<file path="src/rtl/serial_mag_comparator_ctrl_if.sv">
// Handshake bundle for serial_mag_comparator_ctrl: operand input and one-hot result output.
// The slave modport is the comparator; the master modport is the environment around it.
interface serial_mag_comparator_ctrl_if #(
  parameter int WIDTH = 8
);
  // Both channels use valid/ready. A transfer happens on a rising edge where valid
  // and ready are both high. Once valid is raised, the sender holds valid and its data
  // steady until that transfer. Ready may change without regard to valid.
  logic             in_valid;
  logic             in_ready;
  logic [WIDTH-1:0] a;
  logic [WIDTH-1:0] b;
  logic             out_valid;
  logic             out_ready;
  logic             gt;
  logic             eq;
  logic             lt;
  logic             busy;

  modport master (
    output in_valid, a, b, out_ready,
    input  in_ready, out_valid, gt, eq, lt, busy
  );

  modport slave (
    input  in_valid, a, b, out_ready,
    output in_ready, out_valid, gt, eq, lt, busy
  );
endinterface

</file>
<file path="src/rtl/serial_mag_comparator_ctrl.sv">
// Bit-serial MSB-first magnitude comparator: one 1-bit slice is stepped across WIDTH bits.
// Optional macro SERIAL_CMP_EARLY_TERM_EN ends the scan at the first differing bit.
module serial_mag_comparator_ctrl #(
  parameter int WIDTH = 8
) (
  input  logic                            clk,
  input  logic                            rst,
  serial_mag_comparator_ctrl_if.slave     bus,
  output logic [1:0]                      state_dbg
);
  localparam int CW = $clog2(WIDTH) + 1;

  localparam logic [1:0] IDLE  = 2'd0;
  localparam logic [1:0] SHIFT = 2'd1;
  localparam logic [1:0] DONE  = 2'd2;

  logic [1:0]       state;
  logic [WIDTH-1:0] sh_a;
  logic [WIDTH-1:0] sh_b;
  logic [CW-1:0]    cnt;
  logic             decided;
  logic             dec_gt;
  logic             dec_lt;
  logic             gt_q;
  logic             eq_q;
  logic             lt_q;

  logic slice_gt;
  logic slice_lt;
  logic new_gt;
  logic new_lt;
  logic new_dec;
  logic last_bit;
  logic finish;

  // Only the first differing bit may set the result; later bits are masked by decided.
  always_comb begin
    slice_gt = sh_a[WIDTH-1] & ~sh_b[WIDTH-1];
    slice_lt = ~sh_a[WIDTH-1] & sh_b[WIDTH-1];
    new_gt   = dec_gt | (~decided & slice_gt);
    new_lt   = dec_lt | (~decided & slice_lt);
    new_dec  = decided | slice_gt | slice_lt;
    last_bit = (cnt == '0);
`ifdef SERIAL_CMP_EARLY_TERM_EN
    finish   = last_bit | new_dec;
`else
    finish   = last_bit;
`endif
  end

  always_ff @(posedge clk) begin
    if (rst) begin
      state   <= IDLE;
      sh_a    <= '0;
      sh_b    <= '0;
      cnt     <= '0;
      decided <= 1'b0;
      dec_gt  <= 1'b0;
      dec_lt  <= 1'b0;
      gt_q    <= 1'b0;
      eq_q    <= 1'b0;
      lt_q    <= 1'b0;
    end else begin
      case (state)
        IDLE: begin
          if (bus.in_valid) begin
            sh_a    <= bus.a;
            sh_b    <= bus.b;
            cnt     <= CW'(WIDTH - 1);
            decided <= 1'b0;
            dec_gt  <= 1'b0;
            dec_lt  <= 1'b0;
            state   <= SHIFT;
          end
        end
        SHIFT: begin
          sh_a    <= sh_a << 1;
          sh_b    <= sh_b << 1;
          cnt     <= cnt - CW'(1);
          decided <= new_dec;
          dec_gt  <= new_gt;
          dec_lt  <= new_lt;
          if (finish) begin
            gt_q  <= new_gt;
            lt_q  <= new_lt;
            eq_q  <= ~new_dec;
            state <= DONE;
          end
        end
        DONE: begin
          // Results are held until the consumer takes them, then cleared with the handoff.
          if (bus.out_ready) begin
            gt_q  <= 1'b0;
            eq_q  <= 1'b0;
            lt_q  <= 1'b0;
            state <= IDLE;
          end
        end
        default: state <= IDLE;
      endcase
    end
  end

  assign bus.in_ready  = (state == IDLE);
  assign bus.busy      = (state == SHIFT);
  assign bus.out_valid = (state == DONE);
  assign bus.gt        = gt_q;
  assign bus.eq        = eq_q;
  assign bus.lt        = lt_q;
  assign state_dbg     = state;
endmodule

</file>
<file path="src/flat_wrapper.sv">
// flat-port wrapper written by rule: the top's interface ports become plain ports
module serial_mag_comparator_ctrl_flat 
#(
  parameter int WIDTH = 8
)
  (clk, rst, state_dbg, bus_in_valid, bus_a, bus_b, bus_out_ready, bus_in_ready, bus_out_valid, bus_gt, bus_eq, bus_lt, bus_busy);
  serial_mag_comparator_ctrl_if #(.WIDTH(WIDTH)) bus_i ();
  input  logic clk;
  input  logic rst;
  output logic [1:0] state_dbg;
  input wire logic [$bits(bus_i.in_valid)-1:0] bus_in_valid;
  input wire logic [$bits(bus_i.a)-1:0] bus_a;
  input wire logic [$bits(bus_i.b)-1:0] bus_b;
  input wire logic [$bits(bus_i.out_ready)-1:0] bus_out_ready;
  output wire logic [$bits(bus_i.in_ready)-1:0] bus_in_ready;
  output wire logic [$bits(bus_i.out_valid)-1:0] bus_out_valid;
  output wire logic [$bits(bus_i.gt)-1:0] bus_gt;
  output wire logic [$bits(bus_i.eq)-1:0] bus_eq;
  output wire logic [$bits(bus_i.lt)-1:0] bus_lt;
  output wire logic [$bits(bus_i.busy)-1:0] bus_busy;
  assign bus_i.in_valid = bus_in_valid;
  assign bus_i.a = bus_a;
  assign bus_i.b = bus_b;
  assign bus_i.out_ready = bus_out_ready;
  assign bus_in_ready = bus_i.in_ready;
  assign bus_out_valid = bus_i.out_valid;
  assign bus_gt = bus_i.gt;
  assign bus_eq = bus_i.eq;
  assign bus_lt = bus_i.lt;
  assign bus_busy = bus_i.busy;
  serial_mag_comparator_ctrl #(.WIDTH(WIDTH)) u_core (.clk(clk), .rst(rst), .bus(bus_i), .state_dbg(state_dbg));
endmodule
</file>
<file path="config.mk">
export PLATFORM = sky130hd
export DESIGN_NAME = serial_mag_comparator_ctrl_flat
export DESIGN_NICKNAME = d
export VERILOG_FILES = /design/src/rtl/serial_mag_comparator_ctrl_if.sv /design/src/rtl/serial_mag_comparator_ctrl.sv /design/src/flat_wrapper.sv
export SDC_FILE = /design/constraint.sdc
export NUM_CORES = 1
export LEC_CHECK = 0
export BUFFER_PORTS_ARGS = -buffer_cell sky130_fd_sc_hd__buf_2
export CORE_ASPECT_RATIO = 0.5
export CORE_UTILIZATION = 45
export CTS_BUF_LIST = sky130_fd_sc_hd__clkbuf_8 sky130_fd_sc_hd__clkbuf_16
export CTS_CLUSTER_SIZE = 28
export DETAILED_ROUTE_END_ITERATION = 7
export GPL_ROUTABILITY_DRIVEN = 0
export PLACE_DENSITY_LB_ADDON = 0.1
export SLEW_MARGIN = 5
export SYNTH_ARGS = -nofsm -noshare
export SYNTH_HDL_FRONTEND = slang
export SYNTH_SLANG_ARGS = --single-unit
</file>
<file path="constraint.sdc">
create_clock -name clk -period 1.7 [get_ports clk]
set_input_delay 0.085 -clock clk [delete_from_list [all_inputs] [get_ports clk]]
set_output_delay 0.085 -clock clk [all_outputs]
set_load 0.005 [all_outputs]
</file>
==> run metrics, run 1 <==
Combinational Power Share=0.220; Commonest cells post-synth=dfxtp_1 (28), a21oi_1 (23), nor2_1 (15); via count=1270; crit-path cells=inv_1 -> ha_4 -> or3b_4 -> or4_1 -> a21oi_1; Die H=41.2 µm; Setup crit end kind=flop; Max-slew headroom=0.660; EDFF count, synth=0; Die X=80.3 µm; Internal=1.22 mW; DR iter-0 viols=61; largest net degree at the start of global routing=31; DP HPWL=2110 µm; drc violations=0; Bufs on Longest Clock Path=2; status=finished clean; critical path type=flop to flop; cts repair resizes=0; Critical Path Stages=5; Hold Crit Class=input pin to flop; Hold Path Cell Cnt=4; first-pass GRT wire length=4960 µm; Post-synth ARST share=0; Skew-Pair Late Insertion Delay=0.28 ns; root buffer cell=clkbuf_8; 1st-pass router iterations=4; count leader, synth=dfxtp_1; initial antenna violation count=0; Achievable Freq=614 MHz; CTS Sinks=28; number of nets in the layout=213; slowest CP cell=or4_1; Gate Count Post-Synth=167; CP arrival=1.85 ns; CP top delay family=simple AND/OR/NAND/NOR gates; I/O Buffers=27; fin. max-slew vios=0; top post-synthesis cells by area=dfxtp_1 (41%), a21oi_1 (8.3%), o221ai_1 (4.4%), nor2_1 (4.1%), or3b_1 (3.8%); row cnt=13; Flop pwr share=0.466; CTS tree=yes; fin crit period=1.63 ns; ANT cells=0; crit-path max FO=4; core area=2750 µm²; Critical Path Start Type=flop; clock transition at the registers of the reported paths=0.10 ns; vias in the first global route=1100; wire length per cell=13.8 µm; WL final=3150 µm; RSZ-0062 raised after global routing=no; Finished Cell Area=1630 µm²; Post-CTS Setup Bufs=0; WP data required=1.92 ns; Final Skew=0.00743 ns; CTS H-tree depth=1; worst path buffer plus inverter count=1; # hold bufs at CTS=0; synth warn=0; Inserted Clock Buffers=3; period utilisation layout=0.958; Setup violations, final=0; area of the mapped netlist=1380 µm²; Final Hold Viols=0; Yosys cell types=35; FF-to-FF path depth=5; Area Overhead vs Synth=18.3%; area share of the largest cell type after synthesis=0.406; post-synthesis sequential area ratio=0.406; Placed Area=1550 µm²; PD cells=1040 nW/µm²; clock power share=0.314; max cap viols=0; FF+latch count, synth=28; worst vdd ir=453 µV; Psw=0.478 mW; Synth area leader=dfxtp_1; area of the die=3310 µm²; top_reg_cell synth=dfxtp_1; max incr delay on CP=0.48 ns; Congestion Overflow GR=0; Mapped Nets=188; Setup TNS Final=0 ns; Syn Area/Cell=8.26 µm²; io pins=28; routed vias/inst=5.57; Sw Share=0.282; antenna viol nets, final=0; Initial Util=0.502; share of cells above drive strength 1=0.215; Slew @ Worst Pin=0.508 ns; gr usage total=0.207; Leakage Power=0.658 nW
worst reg2reg max path, stage by stage, from the launching register on:
cell,delay (ns)
dfxtp_1,0.33
inv_1,0.11
ha_4,0.15
or3b_4,0.39
or4_1,0.48
a21oi_1,0.12
logic make-up after synthesis:
logic type / share of synthesized area
AO/OA/AOI/OAI: 0.319
AND/OR/NAND/NOR: 0.190
flip-flops: 0.406
adder cells (fa/ha/maj): 0.00906
XOR/XNOR: 0.00635
buffers and inverters: 0.0689
state kept, by name (all words and copies together), names as in the netlist, 2 cells and up:
register / cells
u_core.state_dbg: 2
u_core.cnt: 4
u_core.sh_b: 8
u_core.sh_a: 8
area by class of cell:
type | count | area [µm²]
sequential | 28 | 561
inverter | 14 | 52.6
tap | 37 | 46.3
fill | 265 | 1120
clock inverter | 1 | 30.0
clock buffer | 3 | 41.3
multi-input combinational | 114 | 737
timing repair buffer | 31 | 165
power groups by stage:
stage	Sequential [mW]	Clock [mW]	Combinational, mW
2_1_floorplan	0.793	0	0.265
3_3_place_gp	0.800	0	0.360
3_5_place_dp	0.803	0	0.367
4_1_cts	0.788	0.546	0.368
5_1_grt	0.802	0.576	0.419
6_report	0.790	0.533	0.374
final timing paths:
| check | from | end | slack, ns |
|---|---|---|---|
| min reg2reg | u_core.dec_gt | u_core.dec_gt | 0.47 |
| max | u_core.cnt[1] | u_core.bus.eq | 0.07 |
| min | bus_out_ready | u_core.state_dbg[1] | 0.13 |
| max reg2reg | u_core.cnt[1] | u_core.bus.eq | 0.07 |
metrics by stage:
| stage | util | setup WS, ns | total power, mW | cells | hold WS, ns |
|---|---|---|---|---|---|
| floorplan | - | 0.139 | 1.06 | 167 | 0.254 |
| global placement | 0.563 | 0.103 | 1.16 | 224 | 0.405 |
| detailed placement | 0.563 | 0.0525 | 1.17 | 224 | 0.409 |
| CTS | 0.589 | 0.0270 | 1.70 | 228 | 0.118 |
| global route | 0.594 | 0.00148 | 1.80 | 228 | 0.114 |
| finish | 0.594 | 0.0719 | 1.70 | 228 | 0.127 |
metal layers:
metal	global-route usage	routed length (µm)	vias up
li1	-	-	656
met1	0.252	1610	586
met2	0.376	1390	26
met3	0.0622	141	2
met4	0.0446	13	0
met5	0	0	-
cells in the final DEF, fill, tap and decap left out:
| cell | count |
|---|---|
| a22o_1 | 3 |
| nor3_1 | 1 |
| nand3b_1 | 5 |
| and3b_1 | 1 |
| or3b_1 | 6 |
| xor2_1 | 1 |
| a21o_1 | 1 |
| bufinv_16 | 1 |
| ha_4 | 1 |
| inv_1 | 9 |
| o211ai_1 | 5 |
| nand2b_1 | 3 |
| nand2_1 | 8 |
| o21ai_1 | 1 |
| a221oi_1 | 1 |
| or3b_4 | 1 |
| dfxtp_1 | 28 |
| buf_2 | 27 |
| a31oi_1 | 1 |
| buf_4 | 4 |
| nor2b_1 | 2 |
| a211oi_1 | 5 |
| o21bai_1 | 1 |
| clkbuf_8 | 3 |
| o21ba_2 | 1 |
| a22oi_1 | 1 |
| o221ai_1 | 7 |
| inv_2 | 3 |
| or4_1 | 1 |
| clkinv_1 | 2 |
| o22ai_1 | 1 |
| a21oi_1 | 23 |
| nor3b_1 | 3 |
| o22a_1 | 1 |
| o21ai_0 | 10 |
| o221a_1 | 4 |
| nor2_1 | 15 |
Power figures use the tool's default switching activity.
==> run 2, diff against run 1 <==
--- a/config.mk
+++ b/config.mk
@@ -12,6 +12,7 @@
 export CTS_CLUSTER_SIZE = 28
 export DETAILED_ROUTE_END_ITERATION = 7
 export GPL_ROUTABILITY_DRIVEN = 0
+export MAX_ROUTING_LAYER = met4
 export PLACE_DENSITY_LB_ADDON = 0.1
 export SLEW_MARGIN = 5
 export SYNTH_ARGS = -nofsm -noshare
==> run 2 against run 1 <==
Effect of this change:
- sequential cell count unchanged
- via count about the same
- first-iteration DRC count up 1.6%
- sequential share of layout area unchanged
- register-to-register slack about the same
- total power up 0.28%
- critical path type unchanged
- largest cell class unchanged
- highest routed layer unchanged
==> run metrics, run 2 (same netlist as run 1, synthesis figures left out) <==
area of the die=3310 µm² (unchanged); FF-to-FF path depth=5 (unchanged); Combinational Power Share=0.220 (about the same); 1st-pass router iterations=4 (unchanged); Slew @ Worst Pin=0.508 ns (unchanged); # hold bufs at CTS=0 (unchanged); DR iter-0 viols=62 (+1.6%); crit-path cells=inv_1 -> ha_4 -> or3b_4 -> or4_1 -> a21oi_1; first-pass GRT wire length=4970 µm (+0.14%); I/O Buffers=27 (unchanged); Hold Path Cell Cnt=3 (-1); root buffer cell=clkbuf_8; Inserted Clock Buffers=3 (unchanged); Post-CTS Setup Bufs=0 (unchanged); Sw Share=0.284 (+0.00192); RSZ-0062 raised after global routing=no; Achievable Freq=614 MHz (about the same); Internal=1.22 mW (about the same); HP Start=bus_a[7]; drc violations=0 (unchanged); Congestion Overflow GR=0 (unchanged); PD cells=1040 nW/µm² (+0.28%); number of nets in the layout=213 (unchanged); most common cell after layout, fill and taps aside=dfxtp_1; Flop pwr share=0.464 (-0.002); Setup violations, final=0 (unchanged); Hold EP=u_core.sh_a[7]; clock transition at the registers of the reported paths=0.10 ns (about the same); Final Skew=0.00529 ns (-0.00214 ns); setup slack, reg-to-reg=0.07 ns (about the same); share of cells above drive strength 1=0.215 (unchanged); DP HPWL=2110 µm (unchanged); CTS tree=yes; Final Hold Viols=0 (unchanged); via count=1269 (-0.079%); M3 GR Usage=0.0622 (unchanged); Reg-to-Reg End=u_core.bus.eq; critical path type=flop to flop; largest registers=u_core.sh_a: 8 flops, u_core.sh_b: 8 flops, u_core.cnt: 4 flops; Inst Count DP=224 (unchanged); Area Overhead vs Synth=18.3% (unchanged); CTS H-tree depth=1 (unchanged); vias in the first global route=1096 (-0.36%); wire length per cell=13.8 µm (about the same); max cap viols=0 (unchanged); Leakage Power=0.658 nW (unchanged); core area=2750 µm² (unchanged); ANT cells=0 (unchanged); period utilisation layout=0.958 (about the same); Hold Crit Class=input pin to flop; fin cells=228 (unchanged); WL final=3150 µm (about the same); Finished Cell Area=1630 µm² (unchanged); Die X=80.3 µm (unchanged); met1 Use GR=0.252 (unchanged); worst vdd ir=458 µV (+1.1%); initial antenna violation count=0 (unchanged); crit-path max FO=4 (unchanged); commonest non-fill, non-tap cells in the layout=dfxtp_1 (28), buf_2 (27), a21oi_1 (23), nor2_1 (15), o21ai_0 (10); Critical Path Start Type=flop; routed vias/inst=5.57 (about the same); row cnt=13 (unchanged); Psw=0.483 mW (+0.96%); Setup TNS Final=0 ns (unchanged); GRT busiest layer=met2; Placed Area=1550 µm² (unchanged); fin. max-slew vios=0 (unchanged); CP arrival=1.85 ns (about the same); io pins=28 (unchanged); gr usage total=0.213 (+0.00651); status=finished clean; max incr delay on CP=0.48 ns (about the same); slowest CP cell=or4_1; Setup crit end kind=flop; clock power share=0.316 (+0.002); Max-slew headroom=0.660 (unchanged); met2 GRT Util=0.376 (unchanged); WP data required=1.92 ns (about the same); antenna viol nets, final=0 (unchanged); Bufs on Longest Clock Path=2 (unchanged); fin crit period=1.63 ns (+0.00000380 ns); reg2reg start=u_core.cnt[1]; Skew-Pair Late Insertion Delay=0.28 ns (about the same); largest net degree at the start of global routing=31 (unchanged); Initial Util=0.502 (unchanged); Die H=41.2 µm (unchanged); CTS Sinks=28 (unchanged)
==> run 2: per-layer routing <==
layer / vias up / part of all wire
li1: 655 / -
met1: 588 / 0.51
met2: 24 / 0.44
met3: 2 / 0.042
met4: 0 / 0.0041
met5: - / 0
==> run 2: worst max-delay path, delay by kind of cell (launching register included) <==
family | cells | cell delay, ns
flops | 1 | 0.33
fa+ha+maj | 1 | 0.15
simple gates | 2 | 0.87
buf+inv | 1 | 0.11
compound gates | 1 | 0.12
==> run 2: stage by stage <==
| stage | utilization | total power [mW] | hold slack, ns | worst slack (ns) |
|---|---|---|---|---|
| 5_1_grt | 0.594 | 1.80 | 0.114 | 0.00148 |
| 4_1_cts | 0.589 | 1.70 | 0.118 | 0.0270 |
| 2_1_floorplan | - | 1.06 | 0.254 | 0.139 |
| 3_5_place_dp | 0.563 | 1.17 | 0.409 | 0.0525 |
| 6_report | 0.594 | 1.70 | 0.123 | 0.0719 |
| 3_3_place_gp | 0.563 | 1.16 | 0.405 | 0.103 |
==> run 2: worst max path at each step <==
stage	start	to	slack, ns	cells after the start
2_1_floorplan	u_core.cnt[0]	u_core.bus.eq	0.14	5
3_3_place_gp	u_core.cnt[0]	u_core.bus.eq	0.10	5
3_5_place_dp	u_core.cnt[0]	u_core.bus.eq	0.05	5
4_1_cts	u_core.cnt[0]	u_core.bus.eq	0.03	5
5_1_grt	u_core.cnt[1]	u_core.bus.eq	0.001	5
6_report	u_core.cnt[1]	u_core.bus.eq	0.07	5
==> run 2: timing repair <==
| action | 4_1_cts | 5_1_grt |
|---|---|---|
| endpoints found under the setup margin | 0 | 1 |
| gates resized for setup | 0 | 3 |
| endpoints found under the hold margin | 0 | 0 |
==> run 2: power by group through the flow <==
stage               Clock, mW  Combinational [mW]  Sequential, mW
floorplan                   0               0.265           0.793
global placement            0               0.360           0.800
detailed placement          0               0.367           0.803
CTS                     0.546               0.368           0.788
global route            0.576               0.419           0.802
finish                  0.537               0.374           0.790
==> run 2: cell type report <==
type	instances	area (µm²)
Clock inverter	1	30.0
Inverter	14	52.6
Multi-Input combinational cell	114	737
Sequential cell	28	561
Timing Repair Buffer	31	165
Tap cell	37	46.3
Fill cell	265	1120
Clock buffer	3	41.3
==> run 3, diff against run 2 <==
--- a/config.mk
+++ b/config.mk
@@ -6,7 +6,7 @@
 export NUM_CORES = 1
 export LEC_CHECK = 0
 export BUFFER_PORTS_ARGS = -buffer_cell sky130_fd_sc_hd__buf_2
-export CORE_ASPECT_RATIO = 0.5
+export CORE_ASPECT_RATIO = 1.75
 export CORE_UTILIZATION = 45
 export CTS_BUF_LIST = sky130_fd_sc_hd__clkbuf_8 sky130_fd_sc_hd__clkbuf_16
 export CTS_CLUSTER_SIZE = 28
==> run 3 against run 2 <==
Effect of this change:
- the run now ends with DRC left
- clock-buffer cell count grew 1
- final area increased by 1.1%
- non-clock buffer count grew 6
- clock skew is 0.0022 ns lower
- final cell count fell by 1.3%
- combinational power is 9.1% higher
- sequential power up 0.8%
- critical path type unchanged
- largest power group unchanged
==> run metrics, run 3 (same netlist as run 1, synthesis figures left out) <==
Internal=1.14 mW (-6.4%); critical path type=flop to flop; CTS Sinks=28 (unchanged); Max-slew headroom=0.691 (+0.0302); initial antenna violation count=0 (unchanged); Flop pwr share=0.493 (+0.029); status=finished with violations; commonest non-fill, non-tap cells in the layout=buf_2 (27), dfxtp_1 (26), a21oi_1 (22), nor2_1 (15); Die H=75.3 µm (+83%); ANT cells=0 (unchanged); Initial Util=0.471 (-0.0307); CTS H-tree depth=1 (unchanged); DP HPWL=2220 µm (+5.2%); row cnt=26 (+13); drc violations=2 (+2); Combinational Power Share=0.252 (+0.032); Fin Hold WS=0.109 ns (-0.0139 ns); PD cells=979 nW/µm² (-6.0%); area of the die=3300 µm² (-0.15%); I/O Buffers=27 (unchanged); Achievable Freq=607 MHz (-1.1%); fin crit period=1.65 ns (+0.0183 ns); number of nets in the layout=219 (+2.8%); Final Core Density=0.564 (-0.0303); vias in the first global route=1191 (+8.7%); worst vdd ir=556 µV (+22%); largest registers=u_core.sh_a: 8 flops, u_core.sh_b: 8 flops, u_core.cnt: 4 flops; WP data required=1.92 ns (about the same); 1st-pass router iterations=6 (+2); io pins=28 (unchanged); clock power share=0.255 (-0.061); Final Skew=0.00312 ns (-0.00217 ns); Setup crit end kind=flop; Psw=0.475 mW (-1.6%); max cap viols=0 (unchanged); Critical Path Start Type=flop; clock transition at the registers of the reported paths=0.09 ns (about the same); WL final=3200 µm (+1.3%); Hold Crit Class=input pin to flop; Final Hold Viols=0 (unchanged); Area Overhead vs Synth=19.6%; gr usage total=0.215 (+0.00133); Slew @ Worst Pin=0.464 ns (-0.0442 ns); CTS tree=yes; Leakage Power=0.679 nW (+3.2%); most common cell after layout, fill and taps aside=buf_2; routed vias/inst=5.96 (+7.1%); CP arrival=1.87 ns (+0.02 ns); largest net degree at the start of global routing=31 (unchanged); antenna viol nets, final=0 (unchanged); Inserted Clock Buffers=3 (unchanged); root buffer cell=clkbuf_8; Congestion Overflow GR=0 (unchanged); core area=2930 µm² (+6.5%); fin. max-slew vios=0 (unchanged); wire length per cell=14.2 µm (+2.7%); crit-path max FO=4 (unchanged); Setup violations, final=0 (unchanged); share of cells above drive strength 1=0.264 (+0.0493); via count=1341 (+5.7%); Bufs on Longest Clock Path=2 (unchanged); DR iter-0 viols=13 (-79%); period utilisation layout=0.968 (+0.0108); failing checks=DRC; Die X=43.9 µm (-45%); Skew-Pair Late Insertion Delay=0.27 ns (about the same); # hold bufs at CTS=0 (unchanged); first-pass GRT wire length=5280 µm (+6.2%); Sw Share=0.294 (+0.0102)
[run 3: worst max-delay path, stage by stage, from the launching register on]
cell     delay, ns
dfxtp_2       0.35
inv_2         0.05
ha_2          0.19
or3b_4        0.39
or4_4         0.49
a21oi_2       0.13
[run 3: timing repair]
action                                  in CTS  in global routing
endpoints found under the setup margin       0                  1
buffers inserted                             0                  3
gates resized for setup                      0                  7
hold endpoints to repair                     0                  0
[run 3: routing by layer]
layer	wire length, µm	global-route usage	share of wire	vias up
li1	-	-	-	667
met1	1330	0.244	0.42	637
met2	1720	0.371	0.54	33
met3	97	0.0240	0.030	4
met4	46	0.0976	0.014	0
met5	0	-	0	-
[run 3: area by class of cell]
cell class / count / area (µm²)
fill: 298 / 1280
multi-input combinational: 114 / 734
sequential: 28 / 563
timing repair buffer: 37 / 210
clock buffer: 4 / 55.1
inverter: 14 / 52.6
tap: 28 / 35.0
[run 3: power by group through the flow]
stage          registers, mW  clock network (mW)  logic [mW]
3_5_place_dp           0.806                   0       0.381
2_1_floorplan          0.793                   0       0.265
5_1_grt                0.807               0.450       0.459
3_3_place_gp           0.803                   0       0.370
6_report               0.796               0.412       0.408
4_1_cts                0.791               0.423       0.382
[run 3: path summary, 6_finish.rpt]
path            startpoint              to  slack (ns)  cells past startpoint
max          u_core.cnt[0]   u_core.bus.eq        0.05                      5
min               bus_a[7]  u_core.sh_a[7]        0.11                      3
max reg2reg  u_core.cnt[0]   u_core.bus.eq        0.05                      5
min reg2reg  u_core.dec_gt   u_core.dec_gt        0.47                      2
[run 3: per-stage QoR]
| step | setup WS (ns) | instances | area [µm²] | TNS [ns] | power [mW] |
|---|---|---|---|---|---|
| 2_1_floorplan | 0.139 | 167 | 1380 | 0 | 1.06 |
| 3_3_place_gp | 0.0946 | 218 | 1560 | 0 | 1.17 |
| 3_5_place_dp | 0.0353 | 218 | 1560 | 0 | 1.19 |
| 4_1_cts | 0.0212 | 222 | 1620 | 0 | 1.60 |
| 5_1_grt | -0.00289 | 225 | 1650 | -0.00289 | 1.72 |
| 6_report | 0.0536 | 225 | 1650 | 0 | 1.62 |
